### config.mk
export PLATFORM = sky130hd
export DESIGN_NAME = banked_regfile
export DESIGN_NICKNAME = d
export VERILOG_FILES = /design/src/rtl/banked_regfile.sv
export SDC_FILE = /design/constraint.sdc
export NUM_CORES = 2
export LEC_CHECK = 0
export BUFFER_PORTS_ARGS = -buffer_cell sky130_fd_sc_hd__buf_2
export CORE_ASPECT_RATIO = 0.9
export CORE_MARGIN = 2
export CORE_UTILIZATION = 36
export DETAILED_ROUTE_END_ITERATION = 8
export PLACE_DENSITY = 0.53
export SLEW_MARGIN = 20
export SYNTH_ARGS = -nofsm -noshare
export SYNTH_HDL_FRONTEND = slang
export SYNTH_SLANG_ARGS = --single-unit
### constraint.sdc
create_clock -name clk -period 4.7 [get_ports clk]
set_input_delay 0.235 -clock clk [delete_from_list [all_inputs] [get_ports clk]]
set_output_delay 0.235 -clock clk [all_outputs]
set_load 0.005 [all_outputs]
### src/rtl/banked_regfile.sv
// banked_regfile: mode-banked ARM32 register file, 31 physical x DATA_W registers.
// Architectural indices are remapped per processor mode (or forced to USR by the
// per-access user flag). Read data is registered; writes land at the clock edge.
// Optional feature macro: REGFILE_BYPASS_EN selects write-first forwarding on a
// same-cycle read/write of one physical register; when undefined the read sees
// the pre-write contents (read-first).
module banked_regfile #(
  parameter int unsigned DATA_W     = 32,
  parameter int unsigned NREAD      = 2,
  parameter logic [4:0]  RESET_MODE = 5'b10011
) (
  input  logic                     clk,
  input  logic                     rst,
  input  logic [NREAD-1:0]         rd_en,
  input  logic [4*NREAD-1:0]       rd_addr,
  input  logic [NREAD-1:0]         rd_user,
  output logic [DATA_W*NREAD-1:0]  rd_data,
  output logic [NREAD-1:0]         rd_valid,
  input  logic                     wr_en,
  input  logic [3:0]               wr_addr,
  input  logic                     wr_user,
  input  logic [DATA_W-1:0]        wr_data,
  input  logic                     mode_wr,
  input  logic [4:0]               mode_in,
  output logic [4:0]               cur_mode,
  output logic                     mode_err
);

  localparam int unsigned IDX_W  = 4;
  localparam int unsigned PHYS_W = 5;
  localparam int unsigned MODE_W = 5;
  localparam int unsigned NPHYS  = 31;

  localparam logic [MODE_W-1:0] MODE_USR = 5'b10000;
  localparam logic [MODE_W-1:0] MODE_FIQ = 5'b10001;
  localparam logic [MODE_W-1:0] MODE_IRQ = 5'b10010;
  localparam logic [MODE_W-1:0] MODE_SVC = 5'b10011;
  localparam logic [MODE_W-1:0] MODE_ABT = 5'b10111;
  localparam logic [MODE_W-1:0] MODE_UND = 5'b11011;
  localparam logic [MODE_W-1:0] MODE_SYS = 5'b11111;

  // True for the seven architecturally defined mode encodings.
  function automatic logic mode_legal(input logic [MODE_W-1:0] m);
    logic ok;
    ok = 1'b0;
    case (m)
      MODE_USR, MODE_FIQ, MODE_IRQ, MODE_SVC,
      MODE_ABT, MODE_UND, MODE_SYS: ok = 1'b1;
      default: ok = 1'b0;
    endcase
    return ok;
  endfunction

  // Banked R13/R14 pair: the two registers sit at base and base+1.
  function automatic logic [PHYS_W-1:0] pair_map(input logic [IDX_W-1:0] idx,
                                                 input logic [PHYS_W-1:0] base);
    logic [PHYS_W-1:0] phys;
    phys = PHYS_W'(idx);
    if (idx == 4'd13)      phys = base;
    else if (idx == 4'd14) phys = base + 5'd1;
    return phys;
  endfunction

  // Architectural index plus effective mode to physical register number.
  function automatic logic [PHYS_W-1:0] map_phys(input logic [IDX_W-1:0]  idx,
                                                 input logic [MODE_W-1:0] mode);
    logic [PHYS_W-1:0] phys;
    phys = PHYS_W'(idx);
    case (mode)
      MODE_FIQ: if (idx >= 4'd8 && idx <= 4'd14) phys = PHYS_W'(idx) + 5'd8;
      MODE_SVC: phys = pair_map(idx, 5'd23);
      MODE_ABT: phys = pair_map(idx, 5'd25);
      MODE_IRQ: phys = pair_map(idx, 5'd27);
      MODE_UND: phys = pair_map(idx, 5'd29);
      default:  phys = PHYS_W'(idx);
    endcase
    return phys;
  endfunction

  logic [DATA_W-1:0] regs_q [NPHYS];
  logic [DATA_W-1:0] regs_d [NPHYS];
  logic [DATA_W-1:0] rd_data_q [NREAD];
  logic [DATA_W-1:0] rd_data_d [NREAD];
  logic [NREAD-1:0]  rd_valid_q, rd_valid_d;
  logic [MODE_W-1:0] mode_q, mode_d;
  logic              err_q, err_d;
  logic [PHYS_W-1:0] wr_phys_c;

  // Physical target of the write port, using the pre-edge mode.
  always_comb begin
    wr_phys_c = map_phys(wr_addr, wr_user ? MODE_USR : mode_q);
  end

  // Register array next state: single write port.
  always_comb begin
    for (int k = 0; k < NPHYS; k++) regs_d[k] = regs_q[k];
    if (wr_en) regs_d[wr_phys_c] = wr_data;
  end

  // Read ports: capture on request, hold data otherwise.
  always_comb begin
    logic [PHYS_W-1:0] rph;
    rph = '0;
    for (int i = 0; i < NREAD; i++) begin
      rd_data_d[i]  = rd_data_q[i];
      rd_valid_d[i] = 1'b0;
      if (rd_en[i]) begin
        rph = map_phys(rd_addr[IDX_W*i +: IDX_W], rd_user[i] ? MODE_USR : mode_q);
        rd_valid_d[i] = 1'b1;
`ifdef REGFILE_BYPASS_EN
        if (wr_en && (wr_phys_c == rph)) rd_data_d[i] = wr_data;
        else                             rd_data_d[i] = regs_q[rph];
`else
        rd_data_d[i] = regs_q[rph];
`endif
      end
    end
  end

  // Mode register: only legal encodings are accepted; illegal ones flag an error.
  always_comb begin
    mode_d = mode_q;
    err_d  = 1'b0;
    if (mode_wr) begin
      if (mode_legal(mode_in)) mode_d = mode_in;
      else                     err_d  = 1'b1;
    end
  end

  // State registers with synchronous reset that discards same-cycle requests.
  always_ff @(posedge clk) begin
    if (rst) begin
      for (int k = 0; k < NPHYS; k++) regs_q[k] <= '0;
      for (int i = 0; i < NREAD; i++) rd_data_q[i] <= '0;
      rd_valid_q <= '0;
      mode_q     <= RESET_MODE;
      err_q      <= 1'b0;
    end else begin
      for (int k = 0; k < NPHYS; k++) regs_q[k] <= regs_d[k];
      for (int i = 0; i < NREAD; i++) rd_data_q[i] <= rd_data_d[i];
      rd_valid_q <= rd_valid_d;
      mode_q     <= mode_d;
      err_q      <= err_d;
    end
  end

  // Flatten registered read data onto the output bus.
  always_comb begin
    rd_data = '0;
    for (int i = 0; i < NREAD; i++) rd_data[DATA_W*i +: DATA_W] = rd_data_q[i];
  end

  assign rd_valid = rd_valid_q;
  assign cur_mode = mode_q;
  assign mode_err = err_q;

endmodule

==> results.sh <==
export IMPL_startpoint_type="flip-flop"
export IMPL_async_reset_ff_share_pct=0
export IMPL_fp_dieH_um=384
export IMPL_n_fill_cell=15900
export IMPL_top_level_ports=130
export IMPL_firstDrtPassIters=7
export IMPL_max_freq_ghz=0.253
export IMPL_start_util_pct=36.2
export IMPL_synth_flop_cell="dfxtp_1"
export IMPL_irDropWorstVdd_uv=405
export IMPL_die_area_um2=164000
export IMPL_synth_xor_area_share_pct=0.0303
export IMPL_vias_per_cell=5.92
export IMPL_h_tree_depth=3
export IMPL_dp_hpwl_mm=135
export IMPL_clock_path_buffers=3
export IMPL_finClkSkew_ps=34.8
export IMPL_netlist_instances=6641
export IMPL_cpMostUsedCell="mux2i_1"
export IMPL_antenna_found_initial=15
export IMPL_syn_num_nets=6702
export IMPL_crit_type="reg2reg"
export IMPL_yosysTopAreaCell="dfxtp_1"
export IMPL_area_growth_pct=12.3
export IMPL_endpoint_kind="flip-flop"
export IMPL_status="completed"
export IMPL_synthAdderAreaFrac_pct=0.0823
export IMPL_hp_class="in2reg"
export IMPL_yosys_warnings=0
export IMPL_synth_top_family_by_area="multiplexers"
export IMPL_final_nets=6486
export IMPL_routabilityCongestion=0.838
export IMPL_design_area_um2=64900
export IMPL_cts_setup_buffers=0
export IMPL_path_cells="nor4bb_2, buf_4, nand3_1, mux2i_1, nand4_1, a2111oi_4, buf_12, mux2i_1, nor2_1"
export IMPL_cp_data_required_time_ps=5320
export IMPL_busiest_layer="met2"
export IMPL_synth_edf_count=0
export IMPL_num_vias=51200
export IMPL_use_met1_pct=38.6
export IMPL_gr_usage_met2_pct=45.1
export IMPL_root_buffer="clkbuf_16"
export IMPL_worstPathMaxFanout=15
export IMPL_ys_ff_latch=1064
export IMPL_fin_cells=8643
export IMPL_syn_area_um2=57800
export IMPL_layout_drive_gt1_share_pct=9.57
export IMPL_worstPathArrival_ps=4570
export IMPL_fin_setup_tns_ps=0
export IMPL_wl_per_cell_um=28.2
export IMPL_place_inst=8376
export IMPL_fin_crit_sh_pct=84.1
export IMPL_powerDensity_nw_per_um2=334
export IMPL_post_route_min_period_ps=3950
export IMPL_setup_viol=0
export IMPL_drv_slew=0
export IMPL_yosysTopAreaCellShare_pct=36.9
export IMPL_cts_tree="done"
export IMPL_grt_usage_pct=28.8
export IMPL_leakage_nw=25.4
export IMPL_insertion_delay_ps=770
export IMPL_rsz0062_at_grt="false"
export IMPL_max_stage_delay_ps=1030
export IMPL_port_buffers=129
export IMPL_maxSlewHeadroom_pct=20.2
export IMPL_final_util_pct=40.7
export IMPL_synth_area_leaders="dfxtp_1, mux2i_1, nand2_1"
export IMPL_cts_resized_gates=0
export IMPL_placed_area_um2=60600
export IMPL_synth_simple_area_share_pct=20.7
export IMPL_cap_violations=0
export IMPL_fp_dieW_um=426
export IMPL_globalRouteOverflowTotal=0
export IMPL_grt_max_degree=129
export IMPL_worst_slew_pin_transition_ps=1200
export IMPL_clk_pin_slew_ps=60
export IMPL_drc=0
export IMPL_synth_compound_area_share_pct=11.6
export IMPL_totalWireLength_mm=243
export IMPL_rows=139
export IMPL_detail_route_iter0_violations=6010
export IMPL_cts_buffers=121
export IMPL_fp_coreArea_um2=159000
export IMPL_hold_viol=0
export IMPL_avgSynthCellArea_um2=8.70
export IMPL_cts_num_sinks=1064
export IMPL_ctsHoldBuffers=41
export IMPL_synth_mux_area_share_pct=25.3
export IMPL_met3_usage_pct=4.70
export IMPL_synth_cell_type_count=78
export IMPL_critPathSlowestCell="a2111oi_4"
export IMPL_ant_nets=0
export IMPL_ys_seq_area_share_pct=36.9
export IMPL_grt_first_pass_wirelength_mm=349
export IMPL_grt_pass1_vias=48900
## cell families after synthesis
kind of cell	count (synthesis)
multiplexers	1407
buffers and inverters	720
adder cells (fa/ha/maj)	4
AO/OA/AOI/OAI	894
XOR/XNOR	2
AND/OR/NAND/NOR	2550
flip-flops	1064
## where the power goes
part	switching, mW	internal, mW	total (mW)
clock network	4.08	5.41	9.49
logic	2.08	0.857	2.94
registers	0.133	9.15	9.28
total	6.29	15.4	21.7
## worst max-delay path: cells and delay by family (launching register included)
family	cells	cell delay [ps]
buffers and inverters	2	500
flip-flops	1	620
AND/OR/NAND/NOR	4	800
AO/OA/AOI/OAI	1	1030
multiplexers	2	850
## final timing paths
check,start,end,slack (ps),cells after the start
worst max register to register,cur_mode[1],regs_q[21][17],750,9
worst min-delay path,rd_addr[4],rd_data_q[0][37],200,3
worst min register to register,regs_q[11][29],regs_q[11][29],480,2
worst max-delay path,cur_mode[1],regs_q[21][17],750,9
## routing by layer
| metal | vias up | routed length (um) |
|---|---|---|
| li1 | 22900 | - |
| met4 | 2 | 11800 |
| met1 | 25300 | 103000 |
| met3 | 548 | 20200 |
| met2 | 2508 | 108000 |
| met5 | - | 13 |
## through the flow
stage / setup slack [ps] / hold slack, ps / power (mW)
3_5_place_dp: 804 / 431 / 12.3
4_1_cts: 811 / 160 / 21.7
6_report: 748 / 196 / 21.7
2_1_floorplan: 779 / 323 / 11.1
5_1_grt: 555 / 195 / 22.3
3_3_place_gp: 829 / 426 / 12.3
## cells in the mapped netlist, drive strengths merged, types with 41 or more instances
cell type	count
a211oi	154
a21oi	107
a221oi	58
a22oi	61
a31oi	67
and2	63
and3	91
buf	217
clkbuf	461
dfxtp	1064
inv	42
mux2i	1334
mux4	41
nand2	889
nand2b	524
nand3	269
nor2	606
nor3	59
o211ai	123
o21ai	99
## cell usage in the layout, fill, tap and decap left out, types with 58 or more instances in the layout
cell       instances
buf_12            66
and2_1            60
nor3_1            59
nor2_1           603
a211oi_1         153
a221oi_1          58
a21oi_1          104
a22oi_1           61
and3_1            91
nand2b_1         524
o21ai_0           94
buf_4            103
dfxtp_1         1064
mux2i_1         1334
nand3_1          254
buf_2            126
o211ai_1         123
clkbuf_16        123
a31oi_1           67
nand2_1          886
## cell type report
| class | count | area, um2 | share of cell area [%] |
|---|---|---|---|
| timing repair buffer | 339 | 3180 | 4.90 |
| inverter | 42 | 163 | 0.251 |
| clock inverter | 30 | 288 | 0.443 |
| tap | 2115 | 2650 | 4.08 |
| antenna | 7 | 17.5 | 0.0270 |
| clock buffer | 189 | 3620 | 5.57 |
| sequential | 1064 | 21300 | 32.8 |
| multi-input combinational | 4857 | 33700 | 51.9 |
## flip-flops by register name (all words and copies together) (netlist names)
| name | cells |
|---|---|
| regs_q | 992 |
| rd_data_q | 64 |
| cur_mode | 5 |
| mode_err | 1 |
| rd_valid | 2 |
(Power assumes the default switching activity.)
